===== config.mk =====
export PLATFORM = sky130hd
export DESIGN_NAME = iahb_mem_arbiter
export DESIGN_NICKNAME = d
export VERILOG_FILES = /design/src/rtl/iahb_arb_pkg.sv /design/src/rtl/iahb_arb_req_buf.sv /design/src/rtl/iahb_mem_arbiter.sv
export SDC_FILE = /design/constraint.sdc
export NUM_CORES = 1
export LEC_CHECK = 0
export CAP_MARGIN = 20
export CORE_AREA = 2 2 128 130
export DETAILED_ROUTE_END_ITERATION = 8
export DIE_AREA = 0 0 130 132
export HOLD_SLACK_MARGIN = 0.15
export PLACE_DENSITY = 0.82
export RECOVER_POWER = 100
export SLEW_MARGIN = 5
export SYNTH_ARGS = -nofsm -noshare
export SYNTH_HDL_FRONTEND = slang
export SYNTH_SLANG_ARGS = --single-unit

===== constraint.sdc =====
create_clock -name sys_clk -period 3.9 [get_ports sys_clk]
set_input_delay 1.17 -clock sys_clk [delete_from_list [all_inputs] [get_ports sys_clk]]
set_output_delay 1.17 -clock sys_clk [all_outputs]
set_load 0.01 [all_outputs]

===== src/rtl/iahb_arb_pkg.sv =====
// Shared AHB-Lite encodings and owner states for the two-master program-RAM arbiter.
package iahb_arb_pkg;

  localparam logic [1:0] HTRANS_IDLE   = 2'b00;
  localparam logic [1:0] HTRANS_BUSY   = 2'b01;
  localparam logic [1:0] HTRANS_NONSEQ = 2'b10;
  localparam logic [1:0] HTRANS_SEQ    = 2'b11;

  localparam logic HRESP_OKAY  = 1'b0;
  localparam logic HRESP_ERROR = 1'b1;

  // Which master currently holds the slave data phase.
  typedef enum logic [1:0] {
    OWN_NONE = 2'd0,
    OWN_M0   = 2'd1,
    OWN_M1   = 2'd2
  } owner_e;

  // NONSEQ or SEQ while the master's previous phase is completing; IDLE/BUSY never forwarded.
  function automatic logic is_live(input logic hready, input logic [1:0] htrans);
    return hready && (htrans == HTRANS_NONSEQ || htrans == HTRANS_SEQ);
  endfunction

endpackage


===== src/rtl/iahb_arb_req_buf.sv =====
// One-entry address-phase buffer: holds a master's packed address phase while it waits for a grant.
module iahb_arb_req_buf #(
  parameter int PW = 43
) (
  input  logic          sys_clk,
  input  logic          sys_resetn,
  input  logic          load,
  input  logic          clear,
  input  logic [PW-1:0] load_phase,
  output logic          valid,
  output logic [PW-1:0] phase
);

  always_ff @(posedge sys_clk) begin
    if (!sys_resetn)  valid <= 1'b0;
    else if (load)    valid <= 1'b1;
    else if (clear)   valid <= 1'b0;
  end

  // NOTE: the payload has no reset; it is only observed while valid is set,
  // so resetting it would add reset fan-out without changing behaviour.
  always_ff @(posedge sys_clk) begin
    if (load) phase <= load_phase;
  end

endmodule


===== src/rtl/iahb_mem_arbiter.sv =====
// Round-robin two-master AHB-Lite arbiter in front of the program RAM, with a
// one-entry address buffer per master so a losing master stalls without losing its transfer.
module iahb_mem_arbiter
  import iahb_arb_pkg::*;
#(
  parameter int AW = 32,
  parameter int DW = 32
) (
  input  logic          sys_clk,
  input  logic          sys_resetn,

  input  logic [AW-1:0] m0_haddr,
  input  logic [1:0]    m0_htrans,
  input  logic [2:0]    m0_hsize,
  input  logic [2:0]    m0_hburst,
  input  logic [3:0]    m0_hprot,
  input  logic          m0_hwrite,
  input  logic [DW-1:0] m0_hwdata,
  output logic [DW-1:0] m0_hrdata,
  output logic          m0_hready,
  output logic          m0_hresp,

  input  logic [AW-1:0] m1_haddr,
  input  logic [1:0]    m1_htrans,
  input  logic [2:0]    m1_hsize,
  input  logic [2:0]    m1_hburst,
  input  logic [3:0]    m1_hprot,
  input  logic          m1_hwrite,
  input  logic [DW-1:0] m1_hwdata,
  output logic [DW-1:0] m1_hrdata,
  output logic          m1_hready,
  output logic          m1_hresp,

  output logic [AW-1:0] s_haddr,
  output logic [1:0]    s_htrans,
  output logic [2:0]    s_hsize,
  output logic [2:0]    s_hburst,
  output logic [3:0]    s_hprot,
  output logic          s_hwrite,
  output logic [DW-1:0] s_hwdata,
  input  logic [DW-1:0] s_hrdata,
  input  logic          s_hready,
  input  logic          s_hresp
);

  localparam int PW = AW + 3 + 3 + 4 + 1;

  owner_e        owner, owner_nxt;
  logic          last_m1;
  logic          pend0, pend1;
  logic          live0, live1, req0, req1, grant0, grant1;
  logic [PW-1:0] bus0, bus1, buf0, buf1, sel;

  assign bus0 = {m0_haddr, m0_hsize, m0_hburst, m0_hprot, m0_hwrite};
  assign bus1 = {m1_haddr, m1_hsize, m1_hburst, m1_hprot, m1_hwrite};

  // Master-side handshake depends only on registered state and the slave, never on the grant.
  always_comb begin
    m0_hready = 1'b1;
    m0_hresp  = HRESP_OKAY;
    m1_hready = 1'b1;
    m1_hresp  = HRESP_OKAY;
    if (sys_resetn) begin
      if (owner == OWN_M0) begin
        m0_hready = s_hready;
        m0_hresp  = s_hresp;
      end else if (pend0) begin
        m0_hready = 1'b0;
      end
      if (owner == OWN_M1) begin
        m1_hready = s_hready;
        m1_hresp  = s_hresp;
      end else if (pend1) begin
        m1_hready = 1'b0;
      end
    end
  end

  assign live0 = is_live(m0_hready, m0_htrans);
  assign live1 = is_live(m1_hready, m1_htrans);
  assign req0  = pend0 | live0;
  assign req1  = pend1 | live1;

  // On a tie the master that was not granted last wins.
  assign grant0 = sys_resetn & s_hready & req0 & (~req1 | last_m1);
  assign grant1 = sys_resetn & s_hready & req1 & (~req0 | ~last_m1);

  always_comb begin
    owner_nxt = owner;
    if (s_hready) begin
      if (grant0)      owner_nxt = OWN_M0;
      else if (grant1) owner_nxt = OWN_M1;
      else             owner_nxt = OWN_NONE;
    end
  end

  always_ff @(posedge sys_clk) begin
    if (!sys_resetn) begin
      owner   <= OWN_NONE;
      last_m1 <= 1'b1;
    end else begin
      owner <= owner_nxt;
      if (grant0)      last_m1 <= 1'b0;
      else if (grant1) last_m1 <= 1'b1;
    end
  end

  iahb_arb_req_buf #(.PW(PW)) u_buf0 (
    .sys_clk    (sys_clk),
    .sys_resetn (sys_resetn),
    .load       (live0 & ~grant0),
    .clear      (grant0),
    .load_phase (bus0),
    .valid      (pend0),
    .phase      (buf0)
  );

  iahb_arb_req_buf #(.PW(PW)) u_buf1 (
    .sys_clk    (sys_clk),
    .sys_resetn (sys_resetn),
    .load       (live1 & ~grant1),
    .clear      (grant1),
    .load_phase (bus1),
    .valid      (pend1),
    .phase      (buf1)
  );

  always_comb begin
    sel = '0;
    if (grant0)      sel = pend0 ? buf0 : bus0;
    else if (grant1) sel = pend1 ? buf1 : bus1;
  end

  assign {s_haddr, s_hsize, s_hburst, s_hprot, s_hwrite} = sel;
  assign s_htrans  = (grant0 | grant1) ? HTRANS_NONSEQ : HTRANS_IDLE;
  assign s_hwdata  = (owner == OWN_M1) ? m1_hwdata : m0_hwdata;
  assign m0_hrdata = s_hrdata;
  assign m1_hrdata = s_hrdata;

endmodule


### After elaboration in Yosys (flattened, before gate mapping)

Cells that the tools add are included.

* flip-flop bits (word level): 91
* output and inout bits: 145
* word-level logic and storage cells: 60

* equality and inequality tests: 6
* muxes and demuxes: 24
* bitwise logic cells: 17
* reductions and logical operators: 7

Operators by type and width (count)
* $mux W43: 4
* $mux W32: 1
* $mux W1: 16
* $eq A2 B2 Y1 const B: 5
* $and A1 B1 Y1: 7
* $mux W2: 3
* $reduce_bool A2 Y1: 3
* $not A1 Y1: 5
* $or A1 B1 Y1: 5
* $eq A2 B1 Y1 const B: 1
* $logic_and A1 B1 Y1: 2
* $logic_or A1 B1 Y1: 2

### Longest topological paths before layout

* word-level depth: 11
* depth in mapped cells: 6
* depth with buffers taken out: 3

### Modules after synthesis

Synthesis repeated with hierarchy kept, for this count alone.

* cell total of the unflattened synthesis: 377
* area total of the unflattened synthesis: 5286.3 sq um

By module, submodules not included
* iahb_arb_req_buf: instances 2, cells an instance 46, area each 1332.5 sq um, sequential area each 1311.3 sq um
* iahb_mem_arbiter: instances 1, cells an instance 285, area each 2621.3 sq um, sequential area each 60.1 sq um

### Worst setup path before layout

Ideal clock, no wire load.

* kind: input -> register
* start point: input port s_hready
* end point: register u_buf1.phase[0] (enable)
* library setup time: 0.458 ns
* data arrival time: 3.674 ns
* data required time: 3.442 ns
* setup slack: -0.231 ns
* stages on the path: 3
* path buffers: 1
* cells stage by stage: clkbuf_1 -> mux2i_1 -> a21oi_1

* cells in the longest elaborated chain, start to end: 9
* elaborated cells between the ends (all ways): 15

RTL lines
* start, declared: line iahb_mem_arbiter.sv:42 `input logic s_hready,`
* $mux W1: line iahb_mem_arbiter.sv:64 `if (owner == OWN_M0) begin`
* $mux W1: line iahb_mem_arbiter.sv:63 `if (sys_resetn) begin`
* $logic_and A1 B1 Y1: line iahb_arb_pkg.sv:21 `return hready && (htrans == HTRANS_NONSEQ || htrans == HTRANS_SEQ);`
* $or A1 B1 Y1: line iahb_mem_arbiter.sv:81 `assign req0 = pend0 | live0;`
* $not A1 Y1: line iahb_mem_arbiter.sv:86 `assign grant1 = sys_resetn & s_hready & req1 & (~req0 | ~last_m1);`
* $or A1 B1 Y1: line iahb_mem_arbiter.sv:86
* $and A1 B1 Y1: line iahb_mem_arbiter.sv:86
* $not A1 Y1: line iahb_mem_arbiter.sv:121 `.load (live1 & ~grant1),`
* $and A1 B1 Y1 *: line iahb_mem_arbiter.sv:121
* named net u_buf1.load: line iahb_arb_req_buf.sv:7 `input logic load,`
* end signal, assigned: line iahb_arb_req_buf.sv:23 `if (load) phase <= load_phase;`
* end, declared: line iahb_arb_req_buf.sv:11 `output logic [PW-1:0] phase`

Mark *: on every way through the listed nets, which the timed path passes. The rest lies on a longest branch.
A chain may end at the register's enable or synchronous reset.

### Worst setup path after layout

* start point: input port m0_htrans[1]
* end point: output port s_haddr[17]

* cells in the longest elaborated chain, start to end: 9
* elaborated cells between the ends (all ways): 12

RTL lines
* start, declared: line iahb_mem_arbiter.sv:13 `input logic [1:0] m0_htrans,`
* $eq A2 B2 Y1: line iahb_arb_pkg.sv:21
* $logic_or A1 B1 Y1 *: line iahb_arb_pkg.sv:21
* $logic_and A1 B1 Y1 *: line iahb_arb_pkg.sv:21
* $or A1 B1 Y1 *: line iahb_mem_arbiter.sv:81
* $not A1 Y1: line iahb_mem_arbiter.sv:86
* $or A1 B1 Y1: line iahb_mem_arbiter.sv:86
* $and A1 B1 Y1: line iahb_mem_arbiter.sv:86
* $mux W43: line iahb_mem_arbiter.sv:131 `else if (grant1) sel = pend1 ? buf1 : bus1;`
* $mux W43 *: line iahb_mem_arbiter.sv:130 `if (grant0) sel = pend0 ? buf0 : bus0;`
* end, declared: line iahb_mem_arbiter.sv:34 `output logic [AW-1:0] s_haddr,`

Mark *: on every way between the ends. The rest lies on a longest branch, timed or not.

==> results.toml <==
[status]
status = "completed"

[setup_path]
worst_setup_path_start_kind = "input port"
arrival_ns = 2.69
worstPathRequired_ns = 2.73
regToRegSetupSlack_ns = 1.70
crit_path_end = "s_haddr[17]"
r2r_start = "u_buf1.valid"
worstSetupStartpoint = "m0_htrans[1]"
ff2ff_path_depth = 6
path_class = "input port to primary output"
end_kind = "primary output"
r2r-end = "u_buf1.phase[12]"
crit_fanout = 11

[synth]
syn_area_per_cell_um2 = 13.9
synth_largest_area_cell = "edfxtp_1"
synthTopCellsByCount = "mux2i_1, edfxtp_1, buf_4"
ys_seq_area_frac = 0.506
synth.most_common_cell = "mux2i_1"
synth.top_cell.area_share = 0.488
synth-edff-count = 86
synthTopCellsByArea = "edfxtp_1, mux2i_1, buf_4"
synth_cells = 382
synth_ff_type = "edfxtp_1"
ys_types = 33
async_flop_share = 0
syn-cell-area_um2 = 5300
yosys_warnings = 0
synthesis.nets = 572
synth_seq_cells = 91

[final_layout]
drive_gt1_frac = 0.263
finish.utilization = 0.497
syn_to_final_growth_pct = 47.6
nFillCells = 1351
final_nets = 752
final_area_um2 = 7820

[routing]
drc = 0
wl_per_cell_um = 22.2
drt_iter0_drc = 121
firstDrtPassIters = 6
detail-route-antenna-nets = 0
route.vias.total = 3889
viasPerCell = 4.96
wl_um = 17400

[sta]
min_period_ns = 3.86
rsz0062_at_grt = "yes"
clock_skew_ns = 0.00661
hold_viol_final = 0
final-max-slew-violation-count = 0
worstMarginPinSlew_ns = 0.834
fmax_mhz = 259
slew_headroom = 0.444
setup_violations = 0
finalCritPeriodShare = 0.991

[power]
vdd_drop_max_v = 0.000233
power_w = 0.00263
pwr_density_cell_nw_per_um2 = 336
power.leakage_nw = 2.80

[clock_tree]
cts_tree = "done"
cts_max_level = 3
clk_pin_slew_worst_paths_ns = 0.06
cts_root_buffer = "clkbuf_16"
clk_latency_ns = 0.34
clockBufferDepth = 2
hold_buffers = 0
cts_buffers = 9
numClockSinks = 91

[floorplanning]
start_util = 0.337
die_area_um2 = 17200
fp.dieW_um = 130
fp.dieH_um = 132
rows = 46
io_pins = 335
design.core.area_um2 = 15700

[global_route]
grt_max_degree = 46
grt_util_met3 = 0.0576
grt_first_pass_wirelength_um = 25100
grt_use_total = 0.194
grtUsageMet1 = 0.231
top_usage_layer = "met2"
met2_usage = 0.347
grt_pass1_vias = 4158
antenna_found_initial = 1
grt-ovfl-total = 0

[placed_design]
io_buffers = 235
dp_hpwl_um = 13100
gp_congestion = 0.796
placed_cell_area_um2 = 7510

[hold_path]
hold_path.class = "flip-flop to flip-flop"

[flow_run]
drv_cap = 0
## routing by layer
metal | vias to the layer above | share of wire
met4 | 0 | 0.012
met5 | - | 0
met1 | 1916 | 0.40
met2 | 200 | 0.52
met3 | 18 | 0.073
li1 | 1755 | -
## critical path, stage by stage
cell,delay [ns]
dlygate4sd2_1,0.25
o21a_1,0.20
or3_4,0.43
buf_6,0.20
o22ai_2,0.16
dlygate4sd2_1,0.28
## registers in the layout, indices dropped and copies added, names as in the netlist
register / count
u_buf0.phase: 43
u_buf1.phase: 43
owner: 2
last_m1: 1
u_buf0.valid: 1
u_buf1.valid: 1
## through the flow
| stage | hold WS [ns] | std cells | worst slack (ns) | setup TNS [ns] |
|---|---|---|---|---|
| 2_1_floorplan | 0.474 | 382 | 0.473 | 0 |
| 3_3_place_gp | 0.501 | 763 | -0.510 | -20.92 |
| 3_5_place_dp | 0.509 | 763 | -0.529 | -21.55 |
| 4_1_cts | 0.519 | 782 | 0.0465 | 0 |
| 5_1_grt | 0.574 | 783 | -0.0166 | -0.0385 |
| 6_report | 0.519 | 784 | 0.0367 | 0 |
## worst min-delay path by stage
stage | from | endpoint | slack [ns] | depth (start not counted)
floorplan | owner[0] | owner[0] | 0.47 | 2
global placement | owner[0] | owner[0] | 0.50 | 2
detailed placement | owner[0] | owner[0] | 0.51 | 2
CTS | owner[0] | owner[0] | 0.52 | 2
global route | owner[0] | owner[0] | 0.57 | 2
finish | owner[0] | owner[0] | 0.52 | 2
## cell usage in the layout (no fill, tap or decap), types with 3 or more instances in the layout
| cell | count |
|---|---|
| clkdlybuf4s50_1 | 102 |
| mux2i_1 | 87 |
| dlygate4sd3_1 | 86 |
| edfxtp_1 | 86 |
| o22ai_2 | 40 |
| mux2_2 | 32 |
| buf_4 | 17 |
| clkdlybuf4s15_1 | 13 |
| clkbuf_2 | 12 |
| clkdlybuf4s15_2 | 11 |
| clkbuf_16 | 10 |
| buf_2 | 6 |
| dlygate4sd2_1 | 5 |
| nand2_1 | 4 |
| inv_1 | 4 |
| o21ai_0 | 4 |
| o22ai_1 | 4 |
| clkbuf_8 | 4 |
| buf_12 | 4 |
| a21oi_1 | 3 |
| dfxtp_1 | 3 |
## timing repair
action / in CTS / in global routing
setup endpoints to repair: 43 / 12
gates resized for setup: 108 / 20
setup buffers: 1 / 0
gates cloned: 2 / 1
## logic make-up (layout without fill, tap and decap cells)
group           count (synthesis)  after routing  share of synthesized area
buf+inv                        95            280                      0.125
flops                          91             91                      0.506
other cells                     1              2                   0.000708
compound gates                 59             59                      0.117
mux                           119            119                      0.232
simple gates                   17             17                     0.0177
## final cells by class
class	count	area, µm²	area share
inverters	4	15.0	0.00192
multi-input cells	196	1980	0.253
repair buffers	260	2570	0.329
clock buffers	15	288	0.0368
diodes	1	2.50	0.000320
clock inverters	1	5.00	0.000640
flip-flops and latches	91	2690	0.344
well taps	216	270	0.0346
## where the power goes
| part | internal [W] | leakage (nW) | switching (W) |
|---|---|---|---|
| Combinational | 0.000335 | 1.79 | 0.000270 |
| Clock | 0.000502 | 0.146 | 0.000349 |
| Sequential | 0.00115 | 0.868 | 0.0000206 |
Power figures use the tool's default switching activity.
